`src/rtl/branch_predict_unit_pkg.sv`:
```
// Shared constants and counter-training helper for the branch predict unit.
package branch_predict_unit_pkg;

    localparam logic [4:0] OPC_BRANCH = 5'b11000;
    localparam logic [4:0] OPC_JAL    = 5'b11011;
    localparam logic [4:0] OPC_JALR   = 5'b11001;

    localparam logic [2:0] F3_BEQ  = 3'b000;
    localparam logic [2:0] F3_BNE  = 3'b001;
    localparam logic [2:0] F3_BLT  = 3'b100;
    localparam logic [2:0] F3_BGE  = 3'b101;
    localparam logic [2:0] F3_BLTU = 3'b110;
    localparam logic [2:0] F3_BGEU = 3'b111;

    localparam logic [1:0] CNT_RESET = 2'b01;
    localparam logic [1:0] CNT_MAX   = 2'b11;
    localparam logic [1:0] CNT_MIN   = 2'b00;

    // Saturating 2-bit counter step toward the observed outcome.
    function automatic logic [1:0] cnt_train(input logic [1:0] cnt, input logic taken);
        if (taken) begin
            return (cnt == CNT_MAX) ? CNT_MAX : cnt + 2'd1;
        end
        return (cnt == CNT_MIN) ? CNT_MIN : cnt - 2'd1;
    endfunction

endpackage

```
`src/rtl/branch_compare.sv`:
```
// Combinational RV32I conditional-branch compare: func3 plus operands to taken/legal.
module branch_compare
    import branch_predict_unit_pkg::*;
#(
    parameter int unsigned XLEN = 32
) (
    input  logic [2:0]      func3,
    input  logic [XLEN-1:0] rs1,
    input  logic [XLEN-1:0] rs2,
    output logic            taken,
    output logic            legal
);

    always_comb begin
        taken = 1'b0;
        legal = 1'b1;
        case (func3)
            F3_BEQ:  taken = (rs1 == rs2);
            F3_BNE:  taken = (rs1 != rs2);
            F3_BLT:  taken = ($signed(rs1) < $signed(rs2));
            F3_BGE:  taken = ($signed(rs1) >= $signed(rs2));
            F3_BLTU: taken = (rs1 < rs2);
            F3_BGEU: taken = (rs1 >= rs2);
            default: legal = 1'b0;
        endcase
    end

endmodule

```
`src/rtl/branch_predict_unit.sv`:
```
// Branch resolve, mispredict/redirect and 2-bit counter BHT for the RV32I pipeline.
// Optional feature: define BRANCH_PERF_CNT_EN for resolve/mispredict performance counters.
module branch_predict_unit
    import branch_predict_unit_pkg::*;
#(
    parameter int unsigned XLEN      = 32,
    parameter int unsigned BHT_DEPTH = 64
) (
    input  logic            clk_in,
    input  logic            rst_n_in,
    input  logic [XLEN-1:0] fetch_pc_in,
    output logic            pred_taken_out,
    input  logic            ex_valid_in,
    input  logic [XLEN-1:0] ex_pc_in,
    input  logic [XLEN-1:0] rs1_in,
    input  logic [XLEN-1:0] rs2_in,
    input  logic [4:0]      opcode_6_2_in,
    input  logic [2:0]      func3_in,
    input  logic            pred_taken_in,
    input  logic [XLEN-1:0] target_in,
    input  logic            flush_in,
    output logic            resolve_valid_out,
    output logic            branch_taken_out,
    output logic            mispredict_out,
`ifdef BRANCH_PERF_CNT_EN
    output logic [31:0]     br_count_out,
    output logic [31:0]     mispred_count_out,
`endif
    output logic [XLEN-1:0] redirect_pc_out
);

    localparam int unsigned IDX_W = $clog2(BHT_DEPTH);

    logic [1:0]       bht_q [BHT_DEPTH];
    logic [IDX_W-1:0] fetch_idx;
    logic [IDX_W-1:0] ex_idx;

    logic            cmp_taken;
    logic            cmp_legal;
    logic            fire;
    logic            train;
    logic            taken_d;
    logic            mispredict_d;
    logic [XLEN-1:0] redirect_d;

    logic            resolve_q;
    logic            taken_q;
    logic            mispredict_q;
    logic [XLEN-1:0] redirect_q;

    logic unused_fetch_bits;
    assign unused_fetch_bits = ^{fetch_pc_in[XLEN-1:IDX_W+2], fetch_pc_in[1:0]};

    assign fetch_idx      = fetch_pc_in[IDX_W+1:2];
    assign ex_idx         = ex_pc_in[IDX_W+1:2];
    assign pred_taken_out = bht_q[fetch_idx][1];

    branch_compare #(
        .XLEN (XLEN)
    ) u_branch_compare (
        .func3 (func3_in),
        .rs1   (rs1_in),
        .rs2   (rs2_in),
        .taken (cmp_taken),
        .legal (cmp_legal)
    );

    always_comb begin
        fire         = 1'b0;
        train        = 1'b0;
        taken_d      = 1'b0;
        mispredict_d = 1'b0;
        redirect_d   = ex_pc_in + XLEN'(4);
        if (ex_valid_in && !flush_in) begin
            case (opcode_6_2_in)
                OPC_BRANCH: begin
                    fire = 1'b1;
                    // Reserved func3 resolves as not-taken without training or redirecting.
                    if (cmp_legal) begin
                        train        = 1'b1;
                        taken_d      = cmp_taken;
                        mispredict_d = (cmp_taken != pred_taken_in);
                        if (cmp_taken) begin
                            redirect_d = target_in;
                        end
                    end
                end
                OPC_JAL: begin
                    fire         = 1'b1;
                    taken_d      = 1'b1;
                    mispredict_d = !pred_taken_in;
                    redirect_d   = target_in;
                end
                OPC_JALR: begin
                    fire         = 1'b1;
                    taken_d      = 1'b1;
                    mispredict_d = 1'b1;
                    redirect_d   = {target_in[XLEN-1:1], 1'b0};
                end
                default: ;
            endcase
        end
    end

    always_ff @(posedge clk_in or negedge rst_n_in) begin
        if (!rst_n_in) begin
            for (int unsigned i = 0; i < BHT_DEPTH; i++) begin
                bht_q[i] <= CNT_RESET;
            end
            resolve_q    <= 1'b0;
            taken_q      <= 1'b0;
            mispredict_q <= 1'b0;
            redirect_q   <= '0;
        end else begin
            resolve_q    <= fire;
            taken_q      <= taken_d;
            mispredict_q <= mispredict_d;
            if (fire) begin
                redirect_q <= redirect_d;
            end
            if (train) begin
                bht_q[ex_idx] <= cnt_train(bht_q[ex_idx], cmp_taken);
            end
        end
    end

    assign resolve_valid_out = resolve_q;
    assign branch_taken_out  = taken_q;
    assign mispredict_out    = mispredict_q;
    assign redirect_pc_out   = redirect_q;

`ifdef BRANCH_PERF_CNT_EN
    logic [31:0] br_count_q;
    logic [31:0] mispred_count_q;

    always_ff @(posedge clk_in or negedge rst_n_in) begin
        if (!rst_n_in) begin
            br_count_q      <= '0;
            mispred_count_q <= '0;
        end else begin
            if (fire) begin
                br_count_q <= br_count_q + 32'd1;
            end
            if (mispredict_d) begin
                mispred_count_q <= mispred_count_q + 32'd1;
            end
        end
    end

    assign br_count_out      = br_count_q;
    assign mispred_count_out = mispred_count_q;
`endif

endmodule

```
`config.mk`:
```
export PLATFORM = sky130hd
export DESIGN_NAME = branch_predict_unit
export DESIGN_NICKNAME = d
export VERILOG_FILES = /design/src/rtl/branch_predict_unit_pkg.sv /design/src/rtl/branch_compare.sv /design/src/rtl/branch_predict_unit.sv
export SDC_FILE = /design/constraint.sdc
export NUM_CORES = 1
export LEC_CHECK = 0
export ABC_AREA = 1
export CAP_MARGIN = 20
export CELL_PAD_IN_SITES_DETAIL_PLACEMENT = 1
export CELL_PAD_IN_SITES_GLOBAL_PLACEMENT = 1
export CORE_ASPECT_RATIO = 0.7
export CORE_UTILIZATION = 38
export CTS_BUF_LIST = sky130_fd_sc_hd__clkbuf_4
export CTS_CLUSTER_DIAMETER = 120
export DETAILED_ROUTE_END_ITERATION = 6
export PLACE_DENSITY_LB_ADDON = 0.1
export SKIP_LAST_GASP = 1
export SLEW_MARGIN = 20
export SYNTH_ARGS = -nofsm -noshare
export SYNTH_HDL_FRONTEND = slang
export SYNTH_SLANG_ARGS = --single-unit
```
`constraint.sdc`:
```
create_clock -name clk_in -period 2.65 [get_ports clk_in]
set_input_delay 0.6625 -clock clk_in [delete_from_list [all_inputs] [get_ports clk_in]]
set_output_delay 0.6625 -clock clk_in [all_outputs]
set_load 0.01 [all_outputs]
```
# Word level (Yosys, flattened, before mapping)
# Cells that the tools add are included.
[totals]
regBits = 163
latchBits = 0
mem_bits_rw = 0
mem_bits_ro = 0
input_bits = 173
output_inout_bits = 36
word_cells = 134
memories = 0
[op_classes]
addsub = 3
n_mul = 0
div_mod_pow = 0
magnitude_cmp = 7
eq_ne = 12
shifts = 0
n_mux = 33
bitwise = 2
reduce_logical = 9
[op_table]
columns = ["op", "n"]
rows = [
  ["$bwmux 128", 1],
  ["$mux 32", 3],
  ["$pmux 32 s3", 1],
  ["$ge 32x32->1", 2],
  ["$lt 32x32->1", 2],
  ["$add 32x3->32 const B", 1],
  ["$eq 32x32->1", 1],
  ["$ne 32x32->1", 1],
  ["$bmux 2 s6", 2],
  ["$mux 2", 10],
  ["$eq 5x5->1 const B", 3],
  ["$ge 7x7->1 const B", 2],
  ["$not 6->7", 2],
  ["$demux 2 s6", 1],
  ["$eq 3x3->1 const B", 4],
  ["$mux 1", 12],
  ["$lt 7x1->1 const B", 1],
  ["$pmux 1 s6", 1],
  ["$reduce_or 6->1", 1],
  ["$eq 3x1->1 const B", 1],
  ["$logic_not 3->1", 1],
  ["$pmux 1 s3", 1],
  ["$reduce_or 3->1", 1],
  ["$add 2x1->2 const B", 1],
  ["other kinds (8)", 10],
]

# Depth between registers and ports, before layout
# Gate-level depths: netlist of the first run.
[logic_depth]
word_depth = 10
ltp_mapped = 23
depth_no_buf = 22

# By module
# From an unflattened synthesis of the first run, not the netlist that was laid out.
[unflattened]
cells_unflattened = 1739
area_unflattened_um2 = 11146.9
[by_module_without_submodules]
columns = ["module", "instances", "cells_each", "area_each_um2", "seq_area_each_um2"]
rows = [
  ["branch_predict_unit", 1, 1565, 10123.5, 4159.0],
  ["branch_compare", 1, 174, 1023.5, 0.0],
]

# Worst setup path before layout of the first run
# No wires, ideal clock.
[synth_path]
kind = "input-to-reg"
from = "input rs2_in[31]"
to = "register bht_q[63] (netlist bit)"
setup_ns = 0.117
t_arrival_ns = 2.553
t_required_ns = 2.533
path_slack_ns = -0.019
stages = 16
path_buffers = 1
path_cell_list = "inv_1 ha_1 nand2_1 nor2_1 and2_1 and3_1 nand2_1 nand3_1 nand3_1 nand2_1 nand3_2 nand2_1 nand2_4 buf_6 nand2_1 nand2_1"
[synth_via]
elab_chain_cells = 7
elab_cells_between_ends = 12
cone_classes = "order compare (4); eq/ne (2); mux (6)"
[synth_lines]
columns = ["element", "line", "source"]
rows = [
  ["from (decl)", "branch_predict_unit.sv:16", "input logic [XLEN-1:0] rs2_in,"],
  ["$ge 32x32->1 (tied with other cells)", "branch_compare.sv:23", "F3_BGEU: taken = (rs1 >= rs2);"],
  ["$pmux 1 s6 (*)", "branch_compare.sv:17", "case (func3)"],
  ["$mux 1 (*)", "branch_predict_unit_pkg.sv:21", "if (taken) begin"],
  ["$mux 1 (*)", "branch_predict_unit.sv:121", "if (train) begin"],
  ["$mux 2 (*)", "branch_predict_unit_pkg.sv:24", "return (cnt == CNT_MIN) ? CNT_MIN : cnt - 2'd1;"],
  ["$mux 2 (*)", "branch_predict_unit.sv:121", ""],
  ["$bwmux 128 (*)", "branch_predict_unit.sv:122", "bht_q[ex_idx] <= cnt_train(bht_q[ex_idx], cmp_taken);"],
  ["to (signal, indexed assignment)", "branch_predict_unit.sv:122", ""],
  ["to (decl)", "branch_predict_unit.sv:34", "logic [1:0] bht_q [BHT_DEPTH];"],
]
# Every way passes the cells marked *; elsewhere a longest branch is shown, timed or not. The select of a mux whose other input is x is not followed.
# A chain may end at the register's enable or synchronous reset.

# Worst setup path after layout of the first run
[layout_path]
from = "register bht_q[13] (netlist bit)"
to = "output pred_taken_out"
[layout_via]
elab_chain_cells = 3
[layout_lines]
columns = ["element", "line", "source"]
rows = [
  ["$bmux 2 s6", "branch_predict_unit.sv:56", "assign pred_taken_out = bht_q[fetch_idx][1];"],
  ["$mux 2 (implied by the code) (2 in a row)", "branch_predict_unit.sv:56", ""],
  ["to (decl)", "branch_predict_unit.sv:12", "output logic pred_taken_out,"],
]
# No other way between the ends. The select of a mux whose other input is x is not followed.

==> qor.yml, run 1 <==
finalCriticalPeriod_ns: 2.82
fillers: 3710
drt_wl_total_um: 48300
vias_per_cell: 5.34
grt_use_total_pct: 30.3
busiest_layer: "met2"
synth_flop_cell: "dfrtp_1"
cp.buffers_inverters: 2
slew_viol_final: 0
synthesis.nets: 1899
post-route-drc-count: 0
wl_per_cell_um: 19.7
pre_cts_slack_ns: -1.03
design_area_mm2: 0.0160
cts_max_level: 4
cap_viol_max_count: 0
cts-buffers-inserted: 17
synth-seq-cells: 163
via_count: 13100
overflow: 0
die-width_um: 207
drtPass1Iterations: 5
portBuffers: 182
dpl.hpwl_um: 34200
ir_drop_uv: 332
required_ns: 1.99
cts_tree: "built"
fin_setup_tns_ns: -0.168
async_reset_ff_share_pct: 100
report.final.hold_viol_count: 0
start_util_pct: 38.8
cts_sinks: 163
arrival_ns: 2.16
power_density_mw_per_mm2: 349
antenna_found_initial: 2
worst-setup-path-type: "reg2out"
row_count: 52
critPathSlowestCell: "dfrtp_1"
fin_ws_ns: -0.168
yosysSeqAreaShare_pct: 37.0
fmax_mhz: 355
drive_gt1_share_pct: 21.0
rsz0062_at_grt: "true"
grtUsageMet3_pct: 6.15
critPathCaptureType: "output port"
p_leak_uw: 0.00791
syn-instance-count: 1693
clk_latency_ns: 0.67
clock_skew_ns: 0.0331
die_area_mm2: 0.0303
status: "finished with violations"
multi_input_area_mm2: 0.00625
period_share_pct: 106
final_common_cell: "nand2_1"
syn_area_per_cell_um2: 6.63
dpl_cell_area_mm2: 0.0149
use_met2_pct: 47.1
use_met1_pct: 42.7
max_stage_delay_ns: 0.39
startpoint_type: "flip-flop"
drtIter0Drc: 940
io_pins: 209
register_area_mm2: 0.00416
ys_warn_count: 0
grt_first_pass_wirelength_um: 71800
grt_max_degree: 59
clk_pin_slew_ns: 0.16
hold_class: "in2async"
p_total_uw: 5590
grt_pass1_vias: 13100
slew-limit-headroom_pct: 62.6
netlist_area_mm2: 0.0112
tightest_slew_ns: 0.561
syn_to_final_growth_pct: 42.5
cts_max_path_buffers: 2
cts_root_buf: "clkbuf_4"
synth_edf_count: 0
cpMostUsedCell: "o21ai_1"
path_cells: "inv_1 -> a21oi_1 -> o21ai_1 -> o21ai_1 -> o21ai_0 -> o221ai_1 -> nand2_1 -> o21ai_2 -> buf_2"
most-common-layout-cells: "nand2_1, inv_1, buf_4"
gp_congestion: 0.887
ys_types: 49
setup_viol: 1
violations: "setup timing"
layout.nets: 2261
coreArea_mm2: 0.0290
crit_fanout: 2
ant_nets: 0
die_h_um: 146
path_delay_family: "compound AO/OA/AOI/OAI gates"
## worst reg2reg max path: cells and delay by family (launching register included)
| kind | cells | cell delay [ns] |
|---|---|---|
| buffers and inverters | 3 | 0.45 |
| and+or+nand+nor | 9 | 0.94 |
| AOI/OAI and AO/OA | 2 | 0.44 |
| DFF | 1 | 0.44 |
## final cells by class
type	count	share of cell area, %
multi-input cells	1241	39.1
flip-flops and latches	163	26.0
repair buffers	404	24.9
inverters	228	5.40
well taps	378	2.96
clock buffers	20	0.938
clock inverters	12	0.665
diodes	2	0.0313
## Yosys cell counts, drive strengths merged (3+ instances only)
library cell  count  area share, %
buf              29            2.1
nor3             75            3.6
dfstp            64             15
nand3            69            3.4
nor2             94            3.4
a22o              6           0.47
nand4            25            1.4
o221ai            3           0.23
o211ai            4           0.27
nor4             10           0.61
clkbuf           33            1.1
ha               33            3.7
clkinv            5           0.17
a22oi            12           0.80
a221oi            6           0.47
o31ai             4           0.31
inv             223            7.5
dfrtp            99             22
a21oi            74            3.3
nand2           727             25
o21ai            60            2.7
o2111ai           4           0.31
xnor2            10           0.78
xor2             15            1.2
## logic make-up after synthesis
kind of cell	Yosys count	share of synthesized area, %
AO/OA/AOI/OAI	179	9.27
XOR/XNOR	25	1.95
adder cells (fa/ha/maj)	33	3.68
buffers and inverters	290	10.9
flip-flops	163	37.0
AND/OR/NAND/NOR	1003	37.2
## metrics by stage
step                utilization (%)  hold slack [ns]  cells
floorplan                         -            0.367   1693
global placement               51.6            0.454   2388
detailed placement             51.6            0.458   2388
CTS                            52.8            0.442   2426
global route                   55.3            0.492   2447
finish                         55.3            0.478   2448
## per-layer routing
metal	routed length, um	vias to the layer above
li1	-	6059
met1	22100	6485
met2	21800	435
met3	3200	93
met4	1140	0
met5	0	-
## report_power, final
part | internal [uW] | switching, uW
sequential | 2550 | 31.7
combinational | 697 | 771
clock | 498 | 1040
total | 3750 | 1840
## worst paths after layout
path / startpoint / endpoint / slack [ns] / depth (start not counted)
min in group clk_in: bht_q[124] / bht_q[124] / 0.48 / 2
hold / removal: rst_n_in / bht_q[81] / 0.48 / 2
max in group asynchronous: rst_n_in / bht_q[10] / 1.38 / 3
setup reg to reg: bht_q[61] / bht_q[43] / 0.25 / 14
hold reg to reg: bht_q[124] / bht_q[124] / 0.48 / 2
setup / recovery: bht_q[13] / pred_taken_out / -0.17 / 9
## sequential cells by signal, indices dropped and copies added (netlist names)
| signal | cells |
|---|---|
| redirect_pc_out | 32 |
| resolve_valid_out | 1 |
| branch_taken_out | 1 |
| bht_q | 128 |
| mispredict_out | 1 |
## repair_timing
action | CTS | global route
cloned | 2 | 13
gates resized for setup | 31 | 98
setup buffers | 3 | 7
endpoints found under the hold margin | 22 | 0
setup endpoints to repair | 130 | 162
hold buffers | 1 | 0
pin swaps | 4 | 31
No activity file was read; power rests on OpenSTA's default activity.
==> run 2, diff against run 1 <==
--- a/config.mk
+++ b/config.mk
@@ -6,6 +6,7 @@
 export NUM_CORES = 1
 export LEC_CHECK = 0
 export ABC_AREA = 1
+export ABC_CLOCK_PERIOD_IN_PS = 2650
 export CAP_MARGIN = 20
 export CELL_PAD_IN_SITES_DETAIL_PLACEMENT = 1
 export CELL_PAD_IN_SITES_GLOBAL_PLACEMENT = 1
==> results of run 2 <==
Final layout, timing and power as in run 1 (identical DEF).
